`src/rtl/serial_subtractor.sv`:
```
// Bit-serial two's-complement subtractor: diff = a - b, LSB first, one bit
// per clock through a single full-subtractor cell and a borrow flop.
// start/busy/done handshake; results hold until the next operation completes.
module serial_subtractor #(
  parameter int WIDTH = 8
) (
  input  logic             clk,
  input  logic             rst_n,
  input  logic             start,
  input  logic [WIDTH-1:0] a,
  input  logic [WIDTH-1:0] b,
  output logic             busy,
  output logic             done,
  output logic [WIDTH-1:0] diff,
  output logic             borrow_out,
  output logic             overflow
);

  localparam int CW = (WIDTH > 1) ? $clog2(WIDTH) : 1;
  localparam logic [CW-1:0] LAST = CW'(WIDTH - 1);

  typedef enum logic [1:0] {IDLE, SHIFT, DONE} state_t;

  state_t           state, state_nxt;
  logic [WIDTH-1:0] a_sr, b_sr, r_sr;
  logic [CW-1:0]    cnt;
  logic             brw, sign_a, sign_b;
  logic             x, y, d, bout;
  logic             accept, last;

  // Full-subtractor cell on the current LSBs
  assign x      = a_sr[0];
  assign y      = b_sr[0];
  assign d      = x ^ y ^ brw;
  assign bout   = (~x & y) | (~(x ^ y) & brw);

  // start is only honoured outside SHIFT (DONE accepts back-to-back)
  assign accept = start && (state != SHIFT);
  assign last   = (state == SHIFT) && (cnt == LAST);

  // State register
  always_ff @(posedge clk or negedge rst_n) begin
    if (!rst_n) state <= IDLE;
    else        state <= state_nxt;
  end

  // Next-state logic
  always_comb begin
    state_nxt = state;
    case (state)
      IDLE:    if (start) state_nxt = SHIFT;
      SHIFT:   if (cnt == LAST) state_nxt = DONE;
      DONE:    state_nxt = start ? SHIFT : IDLE;
      default: state_nxt = IDLE;
    endcase
  end

  // Handshake outputs registered from the next state so they are glitch-free
  always_ff @(posedge clk or negedge rst_n) begin
    if (!rst_n) begin
      busy <= 1'b0;
      done <= 1'b0;
    end else begin
      busy <= (state_nxt == SHIFT);
      done <= (state_nxt == DONE);
    end
  end

  // Operand load, serial datapath and result capture
  always_ff @(posedge clk or negedge rst_n) begin
    if (!rst_n) begin
      a_sr       <= '0;
      b_sr       <= '0;
      r_sr       <= '0;
      cnt        <= '0;
      brw        <= 1'b0;
      sign_a     <= 1'b0;
      sign_b     <= 1'b0;
      diff       <= '0;
      borrow_out <= 1'b0;
      overflow   <= 1'b0;
    end else if (accept) begin
      a_sr   <= a;
      b_sr   <= b;
      sign_a <= a[WIDTH-1];
      sign_b <= b[WIDTH-1];
      brw    <= 1'b0;
      cnt    <= '0;
    end else if (state == SHIFT) begin
      a_sr <= a_sr >> 1;
      b_sr <= b_sr >> 1;
      r_sr <= {d, r_sr[WIDTH-1:1]};
      brw  <= bout;
      cnt  <= cnt + 1'b1;
      if (last) begin
        // The final d is the result sign; overflow only when operand signs differ
        diff       <= {d, r_sr[WIDTH-1:1]};
        borrow_out <= bout;
        overflow   <= (sign_a != sign_b) && (d != sign_a);
      end
    end
  end

endmodule

```
`config.mk`:
```
export PLATFORM = sky130hd
export DESIGN_NAME = serial_subtractor
export DESIGN_NICKNAME = d
export VERILOG_FILES = /design/src/rtl/serial_subtractor.sv
export SDC_FILE = /design/constraint.sdc
export NUM_CORES = 1
export LEC_CHECK = 0
export ABC_AREA = 1
export BUFFER_PORTS_ARGS = -buffer_cell sky130_fd_sc_hd__buf_2
export CAP_MARGIN = 10
export CORE_ASPECT_RATIO = 0.9
export CORE_MARGIN = 2
export CORE_UTILIZATION = 55
export CTS_CLUSTER_DIAMETER = 150
export DETAILED_ROUTE_END_ITERATION = 10
export HOLD_SLACK_MARGIN = 0.12
export PLACE_DENSITY_LB_ADDON = 0.2
export SKIP_LAST_GASP = 1
export SYNTH_ARGS = -nofsm -noshare
export SYNTH_HDL_FRONTEND = slang
export SYNTH_SLANG_ARGS = --single-unit
```
`constraint.sdc`:
```
create_clock -name clk -period 2.6 [get_ports clk]
set_clock_uncertainty 0.15 [all_clocks]
set_input_delay 0.52 -clock clk [delete_from_list [all_inputs] [get_ports clk]]
set_output_delay 0.52 -clock clk [all_outputs]
set_load 0.1 [all_outputs]
```
==> results.json <==
{
  "fmax_mhz": 570,
  "rrSetupSlack_ps": 1010,
  "nets": 252,
  "worstPathCellList": "buf_2",
  "postRouteAntennaNets": 0,
  "finalHoldViolations": 0,
  "grtUsageTotal": 0.200,
  "rsz0062_at_grt": "false",
  "worst-path-buf-inv": 1,
  "post-route-period-util": 0.675,
  "crit_path_end_kind": "output port",
  "slew-limit-headroom": 0.645,
  "vias": 1379,
  "synth.cell_area_um2": 1840,
  "synth_top_family_by_area": "simple AND/OR/NAND/NOR gates",
  "hp-start": "a[7]",
  "cts-resized-gates": 0,
  "area_growth_syn_to_layout_pct": 14.3,
  "clockRootBuffer": "clkbuf_8",
  "final_common_cell": "nand2_1",
  "port_buffers": 30,
  "status": "completed",
  "min_to": "sign_a",
  "synth_cells": 198,
  "yosysSeqAreaShare": 0.585,
  "ys_warn_count": 0,
  "layout_common_cells": "nand2_1 (60), nand3_1 (44), dfrtp_1 (43)",
  "multiInputGateArea_um2": 638,
  "wl_mm": 3.35,
  "dieArea_um2": 3820,
  "layout.cells.non_filler": 273,
  "drive_above_1_share": 0.221,
  "synth_cell_type_count": 19,
  "setup_violations": 0,
  "grt_max_degree": 21,
  "fp.coreArea_um2": 3110,
  "detail_route.wl_per_cell_um": 12.3,
  "first_pass_iters": 4,
  "rows": 19,
  "worst_ep_arrival_time_ps": 1080,
  "n_fill_cell": 269,
  "fp.dieW_um": 64.9,
  "post-synth-top-area-cell": "dfrtp_1",
  "period_minus_slack_ps": 1750,
  "grt_pass1_wl_mm": 5.67,
  "rr_startpoint": "state[1]",
  "ir_worst_vdd_v": 0.000895,
  "ys_top_cells_by_area": "dfrtp_1 (59%), nand2_1 (12%), nand3_1 (12%)",
  "seqCellArea_um2": 1080,
  "drc": 0,
  "place_inst": 264,
  "drtIter0Drc": 92,
  "cp_top_family": "buffers and inverters",
  "synth_fp_nets": 220,
  "synth-compound-area-share": 0.0619,
  "rr_endpoint": "b_sr[5]",
  "grt_overflow_total": 0,
  "io_pins": 31,
  "routabilityCongestion": 0.732,
  "vias_per_cell": 5.05,
  "start_util": 0.590,
  "post-dp-hpwl_mm": 2.39,
  "synth-xor-area-share": 0,
  "setup-tns-final_ps": 0,
  "cts_tree": "yes",
  "die_y_um": 58.8,
  "slowest_delay_ps": 430,
  "syn_area_per_cell_um2": 9.28,
  "clock_path_buffers": 2,
  "power.density_nw_per_um2": 1380,
  "reg2reg_depth": 5,
  "path_max_fanout": 2,
  "h-tree-depth": 2,
  "max_slew.worst_pin.slew_ps": 531,
  "required_ps": 1930,
  "insertedDiodeCount": 0,
  "worstSetupPathType": "register to output port",
  "clk_pin_slew_worst_paths_ps": 80,
  "maxCapViolCount": 0,
  "slowest_stage": "buf_2",
  "clk_latency_ps": 290,
  "cts.sinks": 43,
  "min_path_cells": 3,
  "ys_ff_latch": 43,
  "critPathLaunchType": "register",
  "worstHoldPathType": "input pin to register",
  "synth_top_cell_area_share": 0.585,
  "numCtsBuffers": 5,
  "yosys.area_share.simple": 0.261,
  "drv_slew": 0,
  "p_leak_nw": 1.12,
  "grt_pass1_vias": 1286,
  "synth.area.mux_share": 0,
  "synth-adder-area-share": 0.0245,
  "antenna_found_initial": 0
}
[Yosys cell counts]
master,n
nand2_1,60
nand3_1,44
dfrtp_1,43
inv_1,15
o21ai_0,7
o21ai_2,7
buf_4,4
buf_2,3
nor2_1,3
ha_1,2
o22ai_1,2
a21oi_1,1
buf_1,1
buf_6,1
clkbuf_1,1
clkinv_1,1
fa_1,1
nand2_4,1
nor2_4,1
[cell families after synthesis]
kind of cell / count (synthesis)
and+or+nand+nor: 109
buffers and inverters: 26
DFF: 43
adders and majority gates: 3
AOI/OAI and AO/OA: 17
[registers in the layout, summed over array words and instances, names as in the netlist]
| name | cells |
|---|---|
| a_sr | 8 |
| busy | 1 |
| sign_b | 1 |
| state | 2 |
| brw | 1 |
| cnt | 3 |
| b_sr | 8 |
| done | 1 |
| diff | 8 |
| sign_a | 1 |
| overflow | 1 |
| borrow_out | 1 |
| r_sr | 7 |
[layout make-up]
cell class / instances / area share
clock buffers: 5 / 0.0328
clock inverters: 3 / 0.00715
inverters: 16 / 0.0286
multi-input cells: 129 / 0.304
flip-flops and latches: 43 / 0.512
well taps: 42 / 0.0250
repair buffers: 35 / 0.0905
[stage by stage]
stage | instance area (um^2) | utilization | setup slack [ps] | hold slack [ps] | power [mW]
5_1_grt | 2100 | 0.675 | 800 | 308 | 3.12
3_3_place_gp | 2010 | 0.644 | 719 | 310 | 2.47
2_1_floorplan | 1840 | - | 1030 | 74.4 | 2.28
3_5_place_dp | 2010 | 0.644 | 648 | 314 | 2.53
4_1_cts | 2100 | 0.675 | 832 | 286 | 2.94
6_report | 2100 | 0.675 | 846 | 288 | 2.91
[metal layers]
layer  track usage  wire [um]
met1         0.264       1540
met5             0          0
met3        0.0516        155
met2         0.315       1610
met4        0.0912         46
[worst max path at each step]
stage	cells past startpoint	start	slack, ps	endpoint
6_report	1	diff[5]	850	diff[5]
5_1_grt	6	start	800	cnt[2]
4_1_cts	1	diff[5]	830	diff[5]
3_5_place_dp	6	start	650	a_sr[7]
3_3_place_gp	6	start	720	cnt[1]
2_1_floorplan	0	borrow_out	1030	borrow_out
[timing repair]
action                    CTS  global route
buffers inserted            0             0
hold endpoints to repair   18             0
hold buffers                1             0
[power by group]
part / internal (mW) / leakage (nW) / switching [mW]
logic: 0.332 / 0.525 / 1.07
registers: 0.947 / 0.548 / 0.155
clock network: 0.184 / 0.0477 / 0.219
No activity file was read; power rests on OpenSTA's default activity.
